<file path="src/rtl/note_sequencer.sv">
// note_sequencer: steps a song ROM of {duration, note} words and drives the tone path's fullnote
// Ports:
//   clk          system clock
//   RESET        asynchronous active-high reset
//   play_toggle  one-cycle pulse, toggles play/pause
//   song_sel     asynchronous song select level
//   rom_addr     ROM word address
//   rom_song     synchronized song_sel, ROM bank select
//   rom_data     {dur[11:8], note[7:0]}, valid one clk after rom_addr/rom_song
//   fullnote     note to the tone path, 0 = silent
//   playing      high while not paused
//   tick         one-cycle pulse per duration tick
//   song_done    one-cycle pulse on the end-of-song marker
module note_sequencer #(
  parameter int TICK_DIV  = 6_250_000,
  parameter int GAP_TICKS = 1,
  parameter int ADDR_W    = 6
) (
  input  logic              clk,
  input  logic              RESET,
  input  logic              play_toggle,
  input  logic              song_sel,
  output logic [ADDR_W-1:0] rom_addr,
  output logic              rom_song,
  input  logic [11:0]       rom_data,
  output logic [7:0]        fullnote,
  output logic              playing,
  output logic              tick,
  output logic              song_done
);
  localparam int TW = TICK_DIV > 1 ? $clog2(TICK_DIV) : 1;
  localparam int GW = GAP_TICKS > 0 ? $clog2(GAP_TICKS + 1) : 1;
  localparam logic [2:0] PAUSED = 3'd0, FETCH = 3'd1, LOAD = 3'd2, PLAY = 3'd3, GAP = 3'd4;
  localparam logic [TW-1:0] T_LAST = TW'(TICK_DIV - 1);
  localparam logic [GW-1:0] G_INIT = GW'(GAP_TICKS);
  logic [2:0] state, resume, adv;
  logic [TW-1:0] tick_cnt;
  logic [3:0] dur_cnt;
  logic [GW-1:0] gap_cnt;
  logic [7:0] note_reg;
  logic s1, s3, chg, busy, last, run_next;
  assign playing = state != PAUSED;
  assign busy = state == PLAY || state == GAP;
  assign tick = busy && tick_cnt == T_LAST;
  assign last = tick && (state == PLAY ? dur_cnt == 4'd1 : gap_cnt == GW'(1));
  assign chg = rom_song ^ s3;
  // after a song change the sequencer runs iff exactly one of "was playing" and "toggle" holds
  assign run_next = playing ^ play_toggle;
  // natural successor of the current state, ignoring pause and song change
  assign adv = state == FETCH ? LOAD :
               state == LOAD ? (rom_data[11:8] != 4'd0 ? PLAY : rom_addr == '0 ? PAUSED : FETCH) :
               last ? ((state == PLAY && GAP_TICKS > 0) ? GAP : FETCH) : state;
  always_ff @(posedge clk or posedge RESET)
    if (RESET) begin
      {s1, rom_song, s3} <= '0;
      state <= PAUSED;
      resume <= FETCH;
      rom_addr <= '0;
      fullnote <= '0;
      song_done <= 1'b0;
      tick_cnt <= '0;
      dur_cnt <= '0;
      gap_cnt <= '0;
      note_reg <= '0;
    end else begin
      {s1, rom_song, s3} <= {song_sel, s1, rom_song};
      song_done <= 1'b0;
      if (chg) begin
        rom_addr <= '0;
        tick_cnt <= '0;
        resume <= FETCH;
        state <= run_next ? FETCH : PAUSED;
        if (!run_next) fullnote <= '0;
      end else if (!playing) begin
        if (play_toggle) state <= resume;
        if (play_toggle && resume == PLAY) fullnote <= note_reg;
      end else begin
        // the cycle carrying the pause pulse still counts as played time
        if (busy) tick_cnt <= tick ? '0 : tick_cnt + TW'(1);
        if (tick && state == PLAY) dur_cnt <= dur_cnt - 4'd1;
        if (tick && state == GAP) gap_cnt <= gap_cnt - GW'(1);
        if (last && state == PLAY) begin
          rom_addr <= rom_addr + ADDR_W'(1);
          gap_cnt <= G_INIT;
        end
        if (state == LOAD && !play_toggle && rom_data[11:8] != 4'd0) begin
          note_reg <= rom_data[7:0];
          dur_cnt <= rom_data[11:8];
          tick_cnt <= '0;
        end
        if (state == LOAD && !play_toggle && rom_data[11:8] == 4'd0) begin
          song_done <= 1'b1;
          rom_addr <= '0;
        end
        if (play_toggle) begin
          state <= PAUSED;
          resume <= busy ? adv : FETCH;
          fullnote <= '0;
        end else begin
          state <= adv;
          if (adv == PAUSED) resume <= FETCH;
          if (state == LOAD && adv == PLAY) fullnote <= rom_data[7:0];
          else if (adv == GAP || adv == PAUSED) fullnote <= '0;
        end
      end
    end
endmodule
</file>
<file path="config.mk">
export PLATFORM = sky130hd
export DESIGN_NAME = note_sequencer
export DESIGN_NICKNAME = d
export VERILOG_FILES = /design/src/rtl/note_sequencer.sv
export SDC_FILE = /design/constraint.sdc
export NUM_CORES = 1
export LEC_CHECK = 0
export ABC_AREA = 1
export BUFFER_PORTS_ARGS = -buffer_cell sky130_fd_sc_hd__buf_2
export CAP_MARGIN = 15
export CORE_ASPECT_RATIO = 1.4
export CORE_MARGIN = 4
export CORE_UTILIZATION = 59
export CTS_CLUSTER_SIZE = 8
export DETAILED_ROUTE_END_ITERATION = 10
export GPL_TIMING_DRIVEN = 0
export HOLD_SLACK_MARGIN = 0.15
export PLACE_DENSITY = 0.83
export SYNTH_ARGS = -nofsm -noshare
export SYNTH_HDL_FRONTEND = slang
export SYNTH_SLANG_ARGS = --single-unit
</file>
<file path="constraint.sdc">
create_clock -name clk -period 2.6 [get_ports clk]
set_input_delay 0.26 -clock clk [delete_from_list [all_inputs] [get_ports clk]]
set_output_delay 0.26 -clock clk [all_outputs]
set_load 0.01 [all_outputs]
</file>
==> flow_summary.json, run 1 <==
{
  "p_leak_nw": 1.90,
  "clock_path_buffers": 2,
  "post-route-min-period_ns": 2.25,
  "wl_met1_mm": 2.96,
  "grt_max_degree": 41,
  "powerDensity_nw_per_um2": 775,
  "dr.max_layer_used": "met4",
  "cp.required_ns": 2.83,
  "postCtsSetupBuffers": 0,
  "first_pass_iters": 5,
  "crit_arrival_ns": 2.47,
  "grt_pass1_wl_mm": 13.6,
  "final_util": 0.709,
  "stdcell_count": 565,
  "peakVddDrop_uv": 558,
  "synthTopCellsByArea": "dfrtp_1, nand2_1, inv_1",
  "hp-class": "in -> reg",
  "largest_reg_flops": 23,
  "cts_tree": "done",
  "clkTransAtPathRegs_ns": 0.07,
  "rsz0062_at_grt": "false",
  "synth_cell_types": 45,
  "grt_pass1_vias": 3130,
  "ys.flop_type": "dfrtp_1",
  "finalCritPeriodShare": 0.864,
  "min_to": "note_reg[5]",
  "yosys_warnings": 0,
  "r2r-start": "tick_cnt[0]",
  "clk_latency_ns": 0.34,
  "dp_hpwl_mm": 5.68,
  "synth_common_cells": "nand2_1, dfrtp_1, inv_1",
  "initial_core_util": 0.610,
  "htree_num_levels": 3,
  "cp_max_fo": 9,
  "cts.sinks": 60,
  "yosysMostFrequentCell": "nand2_1",
  "gp_congestion": 0.895,
  "antenna_found_initial": 0,
  "drt_iter0_markers": 190,
  "syn_area_sq_um": 3400,
  "drv_slew": 0,
  "rows": 32,
  "grt_remaining_overflow": 0,
  "drc": 0,
  "r2r_end": "fullnote[1]",
  "path_class": "reg -> reg",
  "status": "finished, final reports clean",
  "cts_resized": 0,
  "ys_async_sr_fraction": 1.00,
  "fin_area_sq_um": 3950,
  "dr_wl_met2_mm": 4.12,
  "reg2reg_slack_ns": 0.35,
  "setup_slack_ns": 0.354,
  "numCtsBuffers": 9,
  "place_ws_ns": 0.361,
  "io_buffers": 33,
  "antenna_left": 0,
  "die_y_um": 97.8,
  "critPathLaunch": "tick_cnt[0]",
  "final-hold-violation-count": 0,
  "syn_avg_cell_area_sq_um": 7.76,
  "die_w_um": 72.1,
  "tightestPinTransition_ns": 0.531,
  "finClkSkew_ns": 0.00969,
  "core_sq_um": 5570,
  "holdPathStages": 3,
  "maxSlewHeadroom": 0.646,
  "hp-start": "rom_data[5]",
  "viasPerCell": 5.53,
  "fin_setup_tns_ns": 0,
  "dr_wl_met3_um": 349,
  "track_usage": 0.242,
  "ctsHoldBuffers": 9,
  "ys_ff_latch": 60,
  "cts_root_buffer": "clkbuf_8",
  "vias": 3126,
  "synth-edff-count": 0,
  "place_area_sq_um": 3670,
  "yosysTopAreaCellShare": 0.435,
  "area_growth_pct": 16.2,
  "syn_inst": 438,
  "dp.cells": 540,
  "wl_mm": 7.69,
  "drv_cap": 0,
  "fin_nets": 515,
  "antenna_cells": 0,
  "reg2regPathDepth": 12,
  "io_pins": 34,
  "synth_nets": 461,
  "die_area_sq_um": 7050,
  "yosysSeqAreaShare": 0.442,
  "post_drt_wl_per_cell_um": 13.6,
  "setup_viol_count_final": 0,
  "max_freq_ghz": 0.445,
  "cp-end-kind": "register",
  "synth_top_cell_by_area": "dfrtp_1",
  "critPathLaunchType": "register",
  "drive_gt1_frac": 0.185
}
-- critical path, stage by stage (launching register included) --
cell and delay, ns:
dfrtp_1 0.40, ha_1 0.18, nand2_1 0.08, nor2_2 0.20, nand3_1 0.21, nor2_8 0.15
nand4_2 0.14, nand2_2 0.11, nand2_2 0.07, o21ai_4 0.30, nand2_4 0.13, nand2_1 0.09
nand2_1 0.06
-- stage by stage --
| step | hold slack, ns | power [mW] |
|---|---|---|
| after CTS | 0.155 | 3.07 |
| final | 0.164 | 3.06 |
| after detailed placement | 0.299 | 2.27 |
| after global routing | 0.209 | 3.27 |
| after global placement | 0.335 | 2.23 |
| after floorplan | 0.291 | 2.00 |
-- layer usage --
layer | vias to the layer above | GRT usage
met3 | 29 | 0.0536
met5 | - | 0
met4 | 0 | 0.140
met2 | 91 | 0.411
li1 | 1537 | -
met1 | 1469 | 0.272
-- final cells by class --
cell class	count	area (sq um)
buffer	6	32.5
clock inverter	3	20.0
clock buffer	13	169
inverter	61	231
fill	422	1620
tap	68	85.1
timing repair buffer	43	275
multi-input combinational	311	1630
sequential	60	1500
-- worst max-delay path by stage --
| stage | end | depth (start not counted) |
|---|---|---|
| global route | fullnote[1] | 12 |
| detailed placement | fullnote[1] | 12 |
| finish | fullnote[1] | 12 |
| CTS | fullnote[1] | 12 |
| floorplan | fullnote[0] | 12 |
| global placement | fullnote[1] | 2 |
-- cell usage in the layout (no fill, tap or decap), types with 3 or more instances in the layout --
cell	n
nand2_2	8
nor2_4	3
dlygate4sd3_1	9
clkbuf_8	12
nand4_1	10
nand2_1	99
nor2_1	46
nand3_1	30
clkbuf_1	3
xor2_1	3
inv_2	8
ha_1	7
nor3_1	15
nor2_2	4
dfrtp_1	59
a21oi_1	20
inv_1	52
a31oi_1	3
buf_2	35
o21ai_1	4
o21ai_0	33
-- logic make-up after synthesis --
| logic type | synth area share |
|---|---|
| AND/OR/NAND/NOR | 0.316 |
| adder cells (fa/ha/maj) | 0.0258 |
| flip-flops | 0.442 |
| XOR/XNOR | 0.0177 |
| buffers and inverters | 0.0777 |
| AO/OA/AOI/OAI | 0.120 |
-- power by group --
group / internal, mW / leakage, nW / switching [mW] / total, mW
registers: 1.11 / 0.778 / 0.121 / 1.23
logic: 0.356 / 1.03 / 0.685 / 1.04
clock network: 0.422 / 0.0917 / 0.362 / 0.785
total: 1.89 / 1.90 / 1.17 / 3.06
Power figures use the tool's default switching activity.
==> inputs of run 2 (changes only) <==
--- a/config.mk
+++ b/config.mk
@@ -10,12 +10,13 @@
 export CAP_MARGIN = 15
 export CORE_ASPECT_RATIO = 1.4
 export CORE_MARGIN = 4
-export CORE_UTILIZATION = 59
+export CORE_UTILIZATION = 61
+export CTS_BUF_LIST = sky130_fd_sc_hd__clkbuf_4 sky130_fd_sc_hd__clkbuf_8
 export CTS_CLUSTER_SIZE = 8
 export DETAILED_ROUTE_END_ITERATION = 10
 export GPL_TIMING_DRIVEN = 0
 export HOLD_SLACK_MARGIN = 0.15
-export PLACE_DENSITY = 0.83
+export PLACE_DENSITY = 0.85
 export SYNTH_ARGS = -nofsm -noshare
 export SYNTH_HDL_FRONTEND = slang
 export SYNTH_SLANG_ARGS = --single-unit
==> run 2 against run 1 <==
  * Worst hold slack improved by 0.0026 ns
  * Clock power rose by 25%
  * Clock skew fell by 0.0015 ns
  * Via count fell by 1.9%
  * Utilization rose by 4.3 points
  * Sequential power barely moved
  * Total power rose by 6.6%
  * Final area rose by 0.57%
  * Critical path depth did not move
  * Routed wire length rose by 0.43%
  * Maximum frequency fell by 0.90%
  * Critical endpoint is now fullnote[4]
  * Largest cell class unchanged
==> flow_summary.json, run 2 (synthesis gave the netlist of run 1 again) <==
{
  "status": "finished, final reports clean",
  "grt_pass1_vias": 3014,
  "numCtsBuffers": 9,
  "register_area_sq_um": 1500,
  "initial_core_util": 0.644,
  "wl_mm": 7.72,
  "gp_congestion": 0.901,
  "io_pins": 34,
  "fin_setup_tns_ns": 0,
  "p_leak_nw": 1.92,
  "mostFrequentLayoutCell": "nand2_1",
  "netSwitchingFraction": 0.361,
  "cts.sinks": 60,
  "maxSlewHeadroom": 0.578,
  "reg2reg_slack_ns": 0.33,
  "area_growth_pct": 16.8,
  "drt_iter0_markers": 157,
  "cts_resized": 0,
  "drv_slew": 0,
  "finalPower_mw": 3.26,
  "post_drt_wl_per_cell_um": 13.8,
  "viasPerCell": 5.48,
  "hp-class": "in -> reg",
  "grt_max_degree": 32,
  "finalCritPeriodShare": 0.871,
  "final-hold-violation-count": 0,
  "cp_top_family": "simple AND/OR/NAND/NOR gates",
  "power.switching_mw": 1.18,
  "cpMaxStageDelayCell": "dfrtp_1",
  "antenna_cells": 0,
  "rows": 31,
  "slowest_delay_ns": 0.39,
  "cp-end-kind": "register",
  "tightestPinTransition_ns": 0.633,
  "cp_max_fo": 9,
  "die_w_um": 71.1,
  "path_class": "reg -> reg",
  "max_freq_ghz": 0.441,
  "finClkSkew_ns": 0.00817,
  "multi_input_area_sq_um": 1630,
  "io_buffers": 33,
  "crit_arrival_ns": 2.50,
  "die_area_sq_um": 6840,
  "core_sq_um": 5280,
  "largest_reg_flops": 23,
  "crit_chain": "ha_1 -> nand2_1 -> nor2_2 -> nand3_1 -> nor2_8 -> nand3_4 -> a21oi_4 -> inv_2 -> o21ai_4 -> nand2_4 -> nand2_1 -> nand2_1",
  "crit_top_cell": "nand2_1",
  "powerDensity_nw_per_um2": 822,
  "p_int_mw": 2.08,
  "drive_gt1_frac": 0.186,
  "first_pass_iters": 4,
  "rsz0062_at_grt": "false",
  "clk_latency_ns": 0.34,
  "clockPowerShare": 0.301,
  "final_cell_mix": "nand2_1, dfrtp_1, inv_1",
  "antenna_left": 0,
  "grt_remaining_overflow": 0,
  "drc": 0,
  "dp_hpwl_mm": 5.71,
  "fillCellCount": 407,
  "cp.required_ns": 2.83,
  "cp.buffers_inverters": 1,
  "grt_pass1_wl_mm": 13.0,
  "comb_power_share": 0.321,
  "critPathLaunchType": "register",
  "post-route-min-period_ns": 2.27,
  "htree_num_levels": 3,
  "drv_cap": 0,
  "p_seq_frac": 0.378,
  "clock_path_buffers": 2,
  "peakVddDrop_uv": 667,
  "cts_tree": "done",
  "cts_root_buffer": "clkbuf_8",
  "setup_viol_count_final": 0,
  "die_y_um": 96.3,
  "track_usage": 0.242,
  "fin_nets": 513,
  "vias": 3067,
  "antenna_found_initial": 0,
  "clkTransAtPathRegs_ns": 0.07
}
==> run 2: changes by cell type in the layout (fill, tap and decap cells not counted), sizes merged <==
cell         change
dlygate4sd3      -2
bufinv           +2
clkbuf           -1
clkinvlp         -2
==> run 2: repair_timing <==
action / CTS / global route
buffers inserted: 0 / 0
hold endpoints to repair: 34 / 0
hold buffers: 7 / 0
==> run 2: final cells by class <==
type,instances,area share
well taps,66,0.0208
flip-flops and latches,60,0.379
multi-input cells,311,0.411
plain buffers,6,0.00820
clock inverters,3,0.0173
inverters,61,0.0583
repair buffers,41,0.0643
clock buffers,12,0.0416
==> run 2: worst paths after layout <==
kind | start | end | cells after the start
worst max-delay path | tick_cnt[0] | fullnote[4] | 12
worst min-delay path | rom_data[1] | note_reg[1] | 3
worst max register to register | tick_cnt[0] | fullnote[4] | 12
worst min register to register | s1 | rom_song | 0
max in group asynchronous | RESET | tick_cnt[3] | 4
min in group asynchronous | RESET | s3 | 3
==> run 2: stage by stage <==
stage / cell area, sq um / utilization / std cells / hold WS, ns / setup slack (ns)
5_1_grt: 3970 / 0.752 / 560 / 0.201 / 0.202
3_5_place_dp: 3660 / 0.695 / 538 / 0.352 / 0.407
2_1_floorplan: 3400 / - / 438 / 0.291 / 0.696
3_3_place_gp: 3640 / 0.691 / 537 / 0.334 / 0.160
4_1_cts: 3970 / 0.752 / 560 / 0.157 / 0.382
6_report: 3970 / 0.752 / 560 / 0.166 / 0.334
==> run 2: power groups by stage <==
stage,Combinational (mW),Sequential (mW),Clock (mW)
after floorplan,0.766,1.24,0
after global placement,0.988,1.24,0
after detailed placement,1.03,1.24,0
after CTS,1.04,1.23,0.995
after global routing,1.19,1.25,1.04
final,1.05,1.23,0.981
==> run 2: worst reg2reg max path: stages, from the launching register on <==
cell and delay (ns):
dfrtp_1 0.39, ha_1 0.18, nand2_1 0.09, nor2_2 0.20
nand3_1 0.21, nor2_8 0.15, nand3_4 0.10, a21oi_4 0.14
inv_2 0.07, o21ai_4 0.30, nand2_4 0.14, nand2_1 0.11
nand2_1 0.06
==> run 2: per-layer routing <==
| layer | share of wire | routed length, um | track usage |
|---|---|---|---|
| met5 | 0 | 0 | 0 |
| met4 | 0.023 | 176 | 0.111 |
| met3 | 0.045 | 351 | 0.0460 |
| met2 | 0.53 | 4120 | 0.453 |
| met1 | 0.40 | 3070 | 0.262 |
